`config.mk`:
```
export PLATFORM = sky130hd
export DESIGN_NAME = core_sim_monitor_flat
export DESIGN_NICKNAME = d
export VERILOG_FILES = /design/src/rtl/core_sim_pkg.sv /design/src/rtl/core_sim_monitor_if.sv /design/src/rtl/core_sim_monitor_store_snoop.sv /design/src/rtl/core_sim_monitor.sv /design/src/flat_wrapper.sv
export SDC_FILE = /design/constraint.sdc
export NUM_CORES = 1
export LEC_CHECK = 0
export CAP_MARGIN = 20
export CELL_PAD_IN_SITES_DETAIL_PLACEMENT = 2
export CELL_PAD_IN_SITES_GLOBAL_PLACEMENT = 2
export CORE_ASPECT_RATIO = 1.2
export CORE_MARGIN = 4
export CORE_UTILIZATION = 27
export DETAILED_ROUTE_END_ITERATION = 12
export PLACE_DENSITY = 0.81
export SYNTH_ARGS = -nofsm -noshare
export SYNTH_HDL_FRONTEND = slang
export SYNTH_SLANG_ARGS = --single-unit
```
`constraint.sdc`:
```
create_clock -name clk -period 3.6 [get_ports clk]
set_input_delay 0.9 -clock clk [delete_from_list [all_inputs] [get_ports clk]]
set_output_delay 0.9 -clock clk [all_outputs]
set_load 0.01 [all_outputs]
```
`src/rtl/core_sim_pkg.sv`:
```
// Shared state encoding and default parameters for the core simulation monitor.
package core_sim_pkg;

  typedef enum logic [1:0] {
    RESET = 2'd0,
    RUN   = 2'd1,
    CHECK = 2'd2,
    DONE  = 2'd3
  } state_t;

  localparam int XLEN_DEF     = 32;
  localparam int NUM_CHK_DEF  = 4;
  localparam int RST_CYC_DEF  = 2;
  localparam int HALT_CYC_DEF = 3;
  localparam int MAX_CYC_DEF  = 1000;
  localparam int CNT_W_DEF    = 16;

endpackage

```
`src/rtl/core_sim_monitor_if.sv`:
```
// Core-side bus seen by the monitor: PC and data-memory store snoop, plus the core reset.
interface core_sim_monitor_if
  import core_sim_pkg::*;
#(
  parameter int XLEN = XLEN_DEF
);
  logic [XLEN-1:0] pc;
  logic            dm_we;
  logic [XLEN-1:0] dm_addr;
  logic [XLEN-1:0] dm_wdata;
  logic            core_rst;

  modport master (output pc, output dm_we, output dm_addr, output dm_wdata, input core_rst);
  modport slave  (input pc, input dm_we, input dm_addr, input dm_wdata, output core_rst);
endinterface

```
`src/rtl/core_sim_monitor_store_snoop.sv`:
```
// Shadow registers that capture the last store to each watched address while enabled.
module store_snoop
  import core_sim_pkg::*;
#(
  parameter int XLEN    = XLEN_DEF,
  parameter int NUM_CHK = NUM_CHK_DEF
) (
  input  logic                    clk,
  input  logic                    rst,
  input  logic                    en,
  input  logic                    dm_we,
  input  logic [XLEN-1:0]         dm_addr,
  input  logic [XLEN-1:0]         dm_wdata,
  input  logic [NUM_CHK*XLEN-1:0] chk_addr,
  output logic [NUM_CHK*XLEN-1:0] shadow
);

  logic [NUM_CHK*XLEN-1:0] shadow_r;

  // Every channel whose address matches takes the store data in the same cycle.
  always_ff @(posedge clk) begin
    if (rst) begin
      shadow_r <= '0;
    end else begin
      for (int i = 0; i < NUM_CHK; i++) begin
        if (en && dm_we && (dm_addr == chk_addr[i*XLEN +: XLEN])) begin
          shadow_r[i*XLEN +: XLEN] <= dm_wdata;
        end
      end
    end
  end

  assign shadow = shadow_r;

endmodule

```
`src/rtl/core_sim_monitor.sv`:
```
// Simulation controller: holds the core in reset, runs it until halt or timeout,
// then compares snooped store signatures channel by channel.
module core_sim_monitor
  import core_sim_pkg::*;
#(
  parameter  int XLEN     = XLEN_DEF,
  parameter  int NUM_CHK  = NUM_CHK_DEF,
  parameter  int RST_CYC  = RST_CYC_DEF,
  parameter  int HALT_CYC = HALT_CYC_DEF,
  parameter  int MAX_CYC  = MAX_CYC_DEF,
  parameter  int CNT_W    = CNT_W_DEF,
  localparam int IDX_W    = (NUM_CHK > 1) ? $clog2(NUM_CHK) : 1
) (
  input  logic                    clk,
  input  logic                    rst,
  core_sim_monitor_if.slave       core,
  input  logic [NUM_CHK*XLEN-1:0] chk_addr,
  input  logic [NUM_CHK*XLEN-1:0] chk_data,
  output logic [CNT_W-1:0]        cycle_cnt,
  output logic                    done,
  output logic                    pass,
  output logic                    fail,
  output logic                    timeout,
  output logic [IDX_W-1:0]        fail_idx
);

  state_t                  state_r, state_s;
  logic [CNT_W-1:0]        rst_cnt_r, rst_cnt_s;
  logic [CNT_W-1:0]        cycle_cnt_r, cycle_cnt_s;
  logic [CNT_W-1:0]        stable_cnt_r, stable_cnt_s, stable_inc_s;
  logic [XLEN-1:0]         pc_prev_r;
  logic [IDX_W-1:0]        idx_r, idx_s, fail_idx_r, fail_idx_s;
  logic                    done_r, done_s, pass_r, pass_s;
  logic                    fail_r, fail_s, timeout_r, timeout_s;
  logic                    core_rst_r;
  logic                    halt_s, match_s;
  logic [NUM_CHK*XLEN-1:0] shadow_s;

  store_snoop #(
    .XLEN    (XLEN),
    .NUM_CHK (NUM_CHK)
  ) u_snoop (
    .clk      (clk),
    .rst      (rst),
    .en       (state_r == RUN),
    .dm_we    (core.dm_we),
    .dm_addr  (core.dm_addr),
    .dm_wdata (core.dm_wdata),
    .chk_addr (chk_addr),
    .shadow   (shadow_s)
  );

  assign stable_inc_s = (core.pc == pc_prev_r) ? (stable_cnt_r + 1'b1) : '0;
  assign halt_s       = (stable_inc_s == CNT_W'(HALT_CYC - 1));
  assign match_s      = (shadow_s[idx_r*XLEN +: XLEN] == chk_data[idx_r*XLEN +: XLEN]);

  // Next-state and next-status logic; halt takes priority over timeout.
  always_comb begin
    state_s      = state_r;
    rst_cnt_s    = rst_cnt_r;
    cycle_cnt_s  = cycle_cnt_r;
    stable_cnt_s = '0;
    idx_s        = idx_r;
    done_s       = done_r;
    pass_s       = pass_r;
    fail_s       = fail_r;
    timeout_s    = timeout_r;
    fail_idx_s   = fail_idx_r;
    case (state_r)
      RESET: begin
        if (rst_cnt_r == CNT_W'(RST_CYC - 1)) begin
          state_s = RUN;
        end else begin
          rst_cnt_s = rst_cnt_r + 1'b1;
        end
      end
      RUN: begin
        stable_cnt_s = stable_inc_s;
        if (halt_s) begin
          state_s = CHECK;
          idx_s   = '0;
        end else if (cycle_cnt_r == CNT_W'(MAX_CYC - 1)) begin
          state_s   = DONE;
          done_s    = 1'b1;
          fail_s    = 1'b1;
          timeout_s = 1'b1;
        end else begin
          cycle_cnt_s = cycle_cnt_r + 1'b1;
        end
      end
      CHECK: begin
        if (!match_s) begin
          state_s    = DONE;
          done_s     = 1'b1;
          fail_s     = 1'b1;
          fail_idx_s = idx_r;
        end else if (idx_r == IDX_W'(NUM_CHK - 1)) begin
          state_s = DONE;
          done_s  = 1'b1;
          pass_s  = 1'b1;
        end else begin
          idx_s = idx_r + 1'b1;
        end
      end
      DONE: begin
        state_s = DONE;
      end
      default: begin
        state_s = RESET;
      end
    endcase
  end

  // State, counters and registered outputs; core reset is low only while running.
  always_ff @(posedge clk) begin
    if (rst) begin
      state_r      <= RESET;
      rst_cnt_r    <= '0;
      cycle_cnt_r  <= '0;
      stable_cnt_r <= '0;
      pc_prev_r    <= '0;
      idx_r        <= '0;
      done_r       <= 1'b0;
      pass_r       <= 1'b0;
      fail_r       <= 1'b0;
      timeout_r    <= 1'b0;
      fail_idx_r   <= '0;
      core_rst_r   <= 1'b1;
    end else begin
      state_r      <= state_s;
      rst_cnt_r    <= rst_cnt_s;
      cycle_cnt_r  <= cycle_cnt_s;
      stable_cnt_r <= stable_cnt_s;
      pc_prev_r    <= core.pc;
      idx_r        <= idx_s;
      done_r       <= done_s;
      pass_r       <= pass_s;
      fail_r       <= fail_s;
      timeout_r    <= timeout_s;
      fail_idx_r   <= fail_idx_s;
      core_rst_r   <= (state_s != RUN);
    end
  end

  assign core.core_rst = core_rst_r;
  assign cycle_cnt     = cycle_cnt_r;
  assign done          = done_r;
  assign pass          = pass_r;
  assign fail          = fail_r;
  assign timeout       = timeout_r;
  assign fail_idx      = fail_idx_r;

endmodule

```
`src/flat_wrapper.sv`:
```
// flat-port wrapper written by rule: the top's interface ports become plain ports
module core_sim_monitor_flat import core_sim_pkg::*;
#(
  parameter  int XLEN     = XLEN_DEF,
  parameter  int NUM_CHK  = NUM_CHK_DEF,
  parameter  int RST_CYC  = RST_CYC_DEF,
  parameter  int HALT_CYC = HALT_CYC_DEF,
  parameter  int MAX_CYC  = MAX_CYC_DEF,
  parameter  int CNT_W    = CNT_W_DEF,
  localparam int IDX_W    = (NUM_CHK > 1) ? $clog2(NUM_CHK) : 1
)
  (clk, rst, chk_addr, chk_data, cycle_cnt, done, pass, fail, timeout, fail_idx, core_pc, core_dm_we, core_dm_addr, core_dm_wdata, core_core_rst);
  core_sim_monitor_if #(.XLEN(XLEN)) core_i ();
  input  logic clk;
  input  logic rst;
  input  logic [NUM_CHK*XLEN-1:0] chk_addr;
  input  logic [NUM_CHK*XLEN-1:0] chk_data;
  output logic [CNT_W-1:0] cycle_cnt;
  output logic done;
  output logic pass;
  output logic fail;
  output logic timeout;
  output logic [IDX_W-1:0] fail_idx;
  input wire logic [$bits(core_i.pc)-1:0] core_pc;
  input wire logic [$bits(core_i.dm_we)-1:0] core_dm_we;
  input wire logic [$bits(core_i.dm_addr)-1:0] core_dm_addr;
  input wire logic [$bits(core_i.dm_wdata)-1:0] core_dm_wdata;
  output wire logic [$bits(core_i.core_rst)-1:0] core_core_rst;
  assign core_i.pc = core_pc;
  assign core_i.dm_we = core_dm_we;
  assign core_i.dm_addr = core_dm_addr;
  assign core_i.dm_wdata = core_dm_wdata;
  assign core_core_rst = core_i.core_rst;
  core_sim_monitor #(.XLEN(XLEN), .NUM_CHK(NUM_CHK), .RST_CYC(RST_CYC), .HALT_CYC(HALT_CYC), .MAX_CYC(MAX_CYC), .CNT_W(CNT_W)) u_core (.clk(clk), .rst(rst), .core(core_i), .chk_addr(chk_addr), .chk_data(chk_data), .cycle_cnt(cycle_cnt), .done(done), .pass(pass), .fail(fail), .timeout(timeout), .fail_idx(fail_idx));
endmodule
```
==> impl_metrics.ini, run 1 <==
[sta]
layout_min_cycle_time_ps = 3180
max-slew-margin-rel_pct = 43.1
timing.final.setup_violations = 0
rsz0062_at_grt = false
final.period_utilization_pct = 88.3
worst_slew_pin_slew_ps = 842
final_hold_viol_count = 0
fin_skew_ps = 11.6
slew_violations = 0
setup-tns-final_ps = 0
clock.fmax_ghz = 0.315

[layout]
final_layout_size_suffix_gt1_share_pct = 5.36
flow.area_growth_from_synthesis_pct = 46.9
final_util_pct = 40.4
mostFrequentLayoutCell = sky130_fd_sc_hd__clkdlybuf4s50_1
fill_cells = 4605
leading_cell_types_in_the_layout_fill_and_taps_excluded = sky130_fd_sc_hd__clkdlybuf4s50_1 (376), sky130_fd_sc_hd__dfxtp_1 (219), sky130_fd_sc_hd__nor2_1 (183), sky130_fd_sc_hd__xor2_1 (163), sky130_fd_sc_hd__xnor2_1 (152)
stdcell_area_sq_um = 17000
nNetsFinal = 1983

[critical_path]
critical_path.reg2reg.startpoint = u_core.stable_cnt_r[0]
worst-endpoint-required_ps = 4010
critical_path_capture_point_type = flip-flop
cp.arrival_ps = 3590
timing.setup.critical_path_class = input pin to flip-flop
crit-reg2reg-capture = u_core.core.core_rst
regToRegSetupSlack_ps = 520
worst_r2r_path_depth = 9
startpoint_type = input pin
biggest_fanout_along_the_worst_timing_path = 4

[drt]
drt_pass1_iterations = 4
routed_wl_mm = 49.6
detail_route.vias_per_cell = 4.78
ant_nets = 0
detailedRoute.firstIterationViolations = 383
remaining_drc_errors = 0
wire_length_per_cell_um = 22.5
num_vias = 10500

[clocking]
post-cts-setup-buffers = 0
numCtsBuffers = 25
cts.htree.levels = 1
cts-root-to-sink-buffers = 3
cts.hold.buffers_added = 0
tritoncts_clock_tree = done
post_cts_resized = 0
path_clk_slew_ps = 60
clkSinkCount = 219
clock_latency_ps = 550
clockRootBuffer = sky130_fd_sc_hd__clkbuf_16

[synth]
synth_async_sr_flop_share_pct = 0
main_combinational_cell_family_by_area_after_synthesis = XOR/XNOR gates
synth_nets = 1600
ys.flop_type = sky130_fd_sc_hd__dfxtp_1
synth.yosys.seq_area_share_pct = 37.9
synth_enable_flop_cells = 0
synth-warning-count = 0
synth_adder_area_share_pct = 0.541
postSynthCellCount = 1240
mappedNetlistArea_sq_um = 11600
synth_area_per_cell_sq_um = 9.32
synth_compound_area_share_pct = 3.65
synth.distinct_cells = 52
post_synth_xor_area_fraction_pct = 23.9
synth.ff_latch_count = 219
post_synth_and_or_nand_nor_area_fraction_pct = 19.9
yosys-mux-area-fraction_pct = 11.8

[die]
design.die.area_sq_um = 46200
ioPinCount = 378
core_sq_um = 42100
die_w_um = 197
die_h_um = 235
initial_core_util_pct = 27.5
placement_rows = 82

[global_route]
grt_max_degree = 149
grt.total_usage_pct = 20.6
global_route_wire_length_before_repair_mm = 74.3
grt-ovfl-total = 0
antenna_found_initial = 10
via_count_of_the_first_global_routing_pass = 12200

[pwr]
vdd_ir_drop_max_uv = 301
pwr_density_cell_nw_per_um2 = 364
cellLeakagePower_nw = 5.92

[outcome]
status = finished clean

[placement]
hpwlAfterDp_mm = 38.3
globalplace.congestion = 0.840
placed_inst_area_sq_um = 16100
io_buffer_count = 377

[min_path]
worstHoldPathType = flip-flop to flip-flop
whs_path_depth = 2
hold_path_end = u_core.pass
hold_path_startpoint = u_core.pass

[run]
max_cap_violations = 0
==> final cells by class <==
cell class                 count  area, sq um  share of cell area [%]
antenna                       12         30.0                   0.177
tap                          546          683                    4.02
clock inverter                 8          109                   0.641
clock buffer                  37          731                    4.30
timing repair buffer         406         4070                    24.0
sequential                   219         4380                    25.8
multi-input combinational    961         6940                    40.9
inverter                      10         37.5                   0.221
==> layer usage <==
layer,GRT usage (%),vias to the layer above,part of all wire (%)
met2,39.2,231,54
met5,0,-,0
met1,23.6,5178,40
li1,-,5046,-
met4,5.82,0,2.3
met3,3.09,66,4.1
==> power by group <==
group / internal, mW / leakage (nW) / switching, mW / total [mW]
Clock: 1.55 / 0.417 / 1.08 / 2.63
Combinational: 0.584 / 3.73 / 0.450 / 1.03
Sequential: 2.47 / 1.77 / 0.0384 / 2.51
Total: 4.61 / 5.92 / 1.57 / 6.17
==> cells by family (layout without fill, tap and decap cells) <==
family	after synthesis	after routing
compound gates	63	63
xor+xnor	315	315
fa+ha+maj	5	5
buf+inv	60	461
flops	219	219
mux	135	135
other cells	0	12
simple gates	443	443
==> synthesized netlist by cell type, types with 3 or more instances <==
master                     number  area, sq um
sky130_fd_sc_hd__o31ai_1       14          105
sky130_fd_sc_hd__nand3_1       30          150
sky130_fd_sc_hd__nand2_1       23         86.3
sky130_fd_sc_hd__dfxtp_1      219         4380
sky130_fd_sc_hd__nor3_2         4         40.0
sky130_fd_sc_hd__mux2i_1      130         1300
sky130_fd_sc_hd__nand2b_1       4         25.0
sky130_fd_sc_hd__xor2_1       163         1430
sky130_fd_sc_hd__buf_2         16         80.1
sky130_fd_sc_hd__nand4_1       52          325
sky130_fd_sc_hd__a31oi_1        5         31.3
sky130_fd_sc_hd__and3_1         7         43.8
sky130_fd_sc_hd__o21ai_0       10         50.1
sky130_fd_sc_hd__or2_2          3         18.8
sky130_fd_sc_hd__o211ai_1       4         30.0
sky130_fd_sc_hd__nor2b_1       39          244
sky130_fd_sc_hd__a21oi_1       16         80.1
sky130_fd_sc_hd__buf_4          3         22.5
sky130_fd_sc_hd__clkbuf_1      29          109
sky130_fd_sc_hd__xnor2_1      152         1330
sky130_fd_sc_hd__or3_1          8         50.1
sky130_fd_sc_hd__ha_1           5         62.6
sky130_fd_sc_hd__nor2_1       183          687
sky130_fd_sc_hd__mux2_4         3         45.0
sky130_fd_sc_hd__nor4_1        43          269
sky130_fd_sc_hd__or4_1         16          120
sky130_fd_sc_hd__inv_1          9         33.8
sky130_fd_sc_hd__nor3_1        18         90.1
==> how the worst max path moves through the flow <==
| stage | slack (ps) | depth (start not counted) | endpoint | from |
|---|---|---|---|---|
| detailed placement | -40 | 9 | u_core.cycle_cnt[6] | core_pc[17] |
| finish | 420 | 9 | u_core.idx_r[0] | chk_data[48] |
| CTS | 470 | 9 | u_core.idx_r[0] | chk_data[48] |
| global route | 240 | 9 | u_core.idx_r[0] | chk_data[28] |
| floorplan | 750 | 8 | u_core.cycle_cnt[0] | core_pc[9] |
| global placement | 30 | 8 | u_core.u_snoop.shadow[34] | core_dm_addr[16] |
==> worst max-delay path, cell delays in order <==
cell and delay, ps:
sky130_fd_sc_hd__clkdlybuf4s50_1 410, sky130_fd_sc_hd__xor2_1 150, sky130_fd_sc_hd__nor4_1 420, sky130_fd_sc_hd__nand4_1 150, sky130_fd_sc_hd__a221oi_1 590, sky130_fd_sc_hd__o21ai_0 360, sky130_fd_sc_hd__a211oi_1 330, sky130_fd_sc_hd__buf_4 180
sky130_fd_sc_hd__o21ai_0 100
==> metrics by stage <==
| step | setup slack, ps | instances | hold slack, ps | power [mW] |
|---|---|---|---|---|
| floorplan | 750 | 1240 | 467 | 2.93 |
| global placement | 33.7 | 2142 | 449 | 3.56 |
| detailed placement | -43.4 | 2142 | 457 | 3.59 |
| CTS | 469 | 2187 | 469 | 6.28 |
| global route | 242 | 2198 | 510 | 6.44 |
| finish | 421 | 2199 | 458 | 6.17 |
==> state kept, by name, summed over array words and instances, names as in the netlist <==
register / flops
u_core.u_snoop.shadow: 128
u_core.state_r: 2
u_core.timeout: 1
u_core.pc_prev_r: 32
u_core.idx_r: 2
u_core.cycle_cnt: 16
u_core.done: 1
u_core.fail: 1
u_core.pass: 1
u_core.core.core_rst: 1
u_core.stable_cnt_r: 16
u_core.fail_idx: 2
u_core.rst_cnt_r: 16
No activity file was read; power rests on OpenSTA's default activity.
==> run 2: changes to the inputs <==
--- a/config.mk
+++ b/config.mk
@@ -8,11 +8,10 @@
 export CAP_MARGIN = 20
 export CELL_PAD_IN_SITES_DETAIL_PLACEMENT = 2
 export CELL_PAD_IN_SITES_GLOBAL_PLACEMENT = 2
-export CORE_ASPECT_RATIO = 1.2
 export CORE_MARGIN = 4
-export CORE_UTILIZATION = 27
+export CORE_UTILIZATION = 29
 export DETAILED_ROUTE_END_ITERATION = 12
-export PLACE_DENSITY = 0.81
+export PLACE_DENSITY = 0.86
 export SYNTH_ARGS = -nofsm -noshare
 export SYNTH_HDL_FRONTEND = slang
 export SYNTH_SLANG_ARGS = --single-unit
==> constraint.sdc (replaced) <==
create_clock -name clk -period 3.7 [get_ports clk]
set_input_delay 0.925 -clock clk [delete_from_list [all_inputs] [get_ports clk]]
set_output_delay 0.925 -clock clk [all_outputs]
set_load 0.01 [all_outputs]
==> run 2 against run 1 <==
  * Non-clock buffer count is the same
  * Flip-flop and latch count is the same
  * Via count grew 1.2%
  * Register-to-register slack gained 130 ps
  * Wire length grew 2.4%
  * Core utilization grew 2.9 points
  * Worst hold slack gained 23 ps
  * Clock-buffer cell count grew 2
  * Critical path depth is the same
  * Cell count shrank 1.6%
  * Combinational power is essentially flat
  * Die area shrank 6.7%
  * Largest power group unchanged
==> impl_metrics.ini, run 2 (same netlist as run 1, synthesis figures left out) <==
[pwr]
sw_frac_of_total_pct = 26.3
seqPwrFrac_pct = 41.1
pwr_density_cell_nw_per_um2 = 352
p_int_mw = 4.38
vdd_ir_drop_max_uv = 330
clock_power_share_pct = 41.6
combinationalPowerShare_pct = 17.3
cellLeakagePower_nw = 5.90
total_switching_power_mw = 1.56

[sta]
timing.final.setup_violations = 0
worst_slew_pin_slew_ps = 967
setup-tns-final_ps = 0
clock.fmax_ghz = 0.309
final_hold_viol_count = 0
timing.hold.ws_ps = 480
slew_violations = 0
layout_min_cycle_time_ps = 3240
fin_skew_ps = 15.2
rsz0062_at_grt = false
final.period_utilization_pct = 87.5
max-slew-margin-rel_pct = 35.5

[clocking]
cts.htree.levels = 1
clkSinkCount = 219
path_clk_slew_ps = 50
post-cts-setup-buffers = 0
clock_latency_ps = 550
cts.hold.buffers_added = 0
tritoncts_clock_tree = done
post_cts_resized = 0
clockRootBuffer = sky130_fd_sc_hd__clkbuf_16
cts-root-to-sink-buffers = 3
numCtsBuffers = 26

[die]
placement_rows = 72
initial_core_util_pct = 29.6
core_sq_um = 39000
die_h_um = 208
ioPinCount = 378
design.die.area_sq_um = 43100
die_w_um = 208

[placement]
globalplace.congestion = 0.899
hpwlAfterDp_mm = 38.9
io_buffer_count = 377

[critical_path]
cp.arrival_ps = 3650
critPathMostFrequentCell = sky130_fd_sc_hd__o21ai_0
biggest_fanout_along_the_worst_timing_path = 4
regToRegSetupSlack_ps = 650
worst_r2r_path_depth = 8
worst-endpoint-required_ps = 4110
worstPathCellList = clkdlybuf4s50_1, xor2_1, nor4_1, nand2_1, a221oi_1, o21ai_0, a211oi_1, buf_4, o21ai_0
crit-reg2reg-capture = u_core.state_r[0]
startpoint_type = input pin
timing.setup.critical_path_class = input pin to flip-flop
slowest_delay_ps = 550
critical_path_capture_point_type = flip-flop
critical_path.reg2reg.startpoint = u_core.stable_cnt_r[0]
critPathSlowestCell = sky130_fd_sc_hd__nor4_1

[layout]
fill_cells = 4114
mostFrequentLayoutCell = sky130_fd_sc_hd__clkdlybuf4s50_1
nNetsFinal = 1984
flow.area_growth_from_synthesis_pct = 46.1
leading_cell_types_in_the_layout_fill_and_taps_excluded = sky130_fd_sc_hd__clkdlybuf4s50_1 (376), sky130_fd_sc_hd__dfxtp_1 (219), sky130_fd_sc_hd__nor2_1 (183), sky130_fd_sc_hd__xor2_1 (163), sky130_fd_sc_hd__xnor2_1 (152)
final_layout_size_suffix_gt1_share_pct = 5.24
largest_register_ff_count = 128

[global_route]
global_route_wire_length_before_repair_mm = 76.5
antenna_found_initial = 8
grt_max_degree = 87
grt.total_usage_pct = 22.5
grt-ovfl-total = 0
via_count_of_the_first_global_routing_pass = 12300

[min_path]
whs_path_depth = 1
worstHoldPathType = flip-flop to flip-flop
hold_path_end = u_core.timeout
hold_path_startpoint = u_core.timeout

[drt]
ant_nets = 0
num_vias = 10600
wire_length_per_cell_um = 23.5
detailedRoute.firstIterationViolations = 371
detail_route.vias_per_cell = 4.92
remaining_drc_errors = 0
routed_wl_mm = 50.7
drt_pass1_iterations = 6

[outcome]
status = finished clean

[run]
max_cap_violations = 0
run 2: cell count changes in the layout (fill, tap and decap cells not counted):
cell,change
sky130_fd_sc_hd__clkbuf_16,+1
sky130_fd_sc_hd__clkinv_2,-1
sky130_fd_sc_hd__bufinv_16,-2
sky130_fd_sc_hd__diode_2,-7
sky130_fd_sc_hd__clkinv_8,+1
sky130_fd_sc_hd__inv_16,-1
sky130_fd_sc_hd__clkbuf_1,+1
sky130_fd_sc_hd__inv_6,-1
sky130_fd_sc_hd__clkinv_4,+1
run 2: critical path: cells and delay by family:
kind                      cells  cell delay [ps]
buffers and inverters         2              610
xor gates and xnor gates      1              160
AOI/OAI and AO/OA             4             1250
and+or+nand+nor               2              700
run 2: layout make-up:
cell class | instances | area (sq um) | share of cell area, %
multi-input cells | 961 | 6940 | 41.1
flip-flops and latches | 219 | 4380 | 26.0
repair buffers | 406 | 4070 | 24.1
clock buffers | 39 | 759 | 4.50
well taps | 518 | 648 | 3.84
clock inverters | 5 | 40.0 | 0.237
inverters | 10 | 37.5 | 0.222
diodes | 5 | 12.5 | 0.0741
run 2: power by group through the flow:
stage                     Clock (mW)  Sequential, mW  Combinational, mW
after floorplan                    0            2.48              0.364
after global placement             0            2.49              0.976
after detailed placement           0            2.49               1.02
after CTS                       2.54            2.44               1.03
after global routing            2.65            2.45               1.10
final                           2.47            2.44               1.03
run 2: how the worst max path moves through the flow:
stage                  from                  end  slack, ps  cells past startpoint
4_1_cts         core_pc[25]    u_core.state_r[0]        480                      9
6_report       chk_data[57]      u_core.idx_r[1]        460                      9
5_1_grt         core_pc[24]    u_core.state_r[0]        350                      9
3_5_place_dp    core_pc[25]  u_core.cycle_cnt[0]        -50                      9
3_3_place_gp     core_pc[6]  u_core.cycle_cnt[0]         -9                      9
2_1_floorplan    core_pc[9]  u_core.cycle_cnt[0]        820                      8
run 2: routing by layer:
metal / global-route usage [%] / vias to the layer above / share of wire [%]
li1: - / 5048 / -
met1: 27.4 / 5299 / 43
met2: 40.9 / 231 / 50
met3: 5.03 / 62 / 4.8
met4: 4.47 / 8 / 2.1
met5: 0 / - / 0.11
run 2: per-stage QoR:
stage	setup WS, ps	cell area [sq um]	utilization (%)	cells	total power, mW
after floorplan	825	11600	-	1240	2.85
after global placement	-8.67	16100	41.2	2114	3.46
after detailed placement	-49.7	16100	41.2	2114	3.51
after CTS	475	16900	43.3	2158	6.02
after global routing	351	16900	43.3	2161	6.20
final	461	16900	43.3	2163	5.95
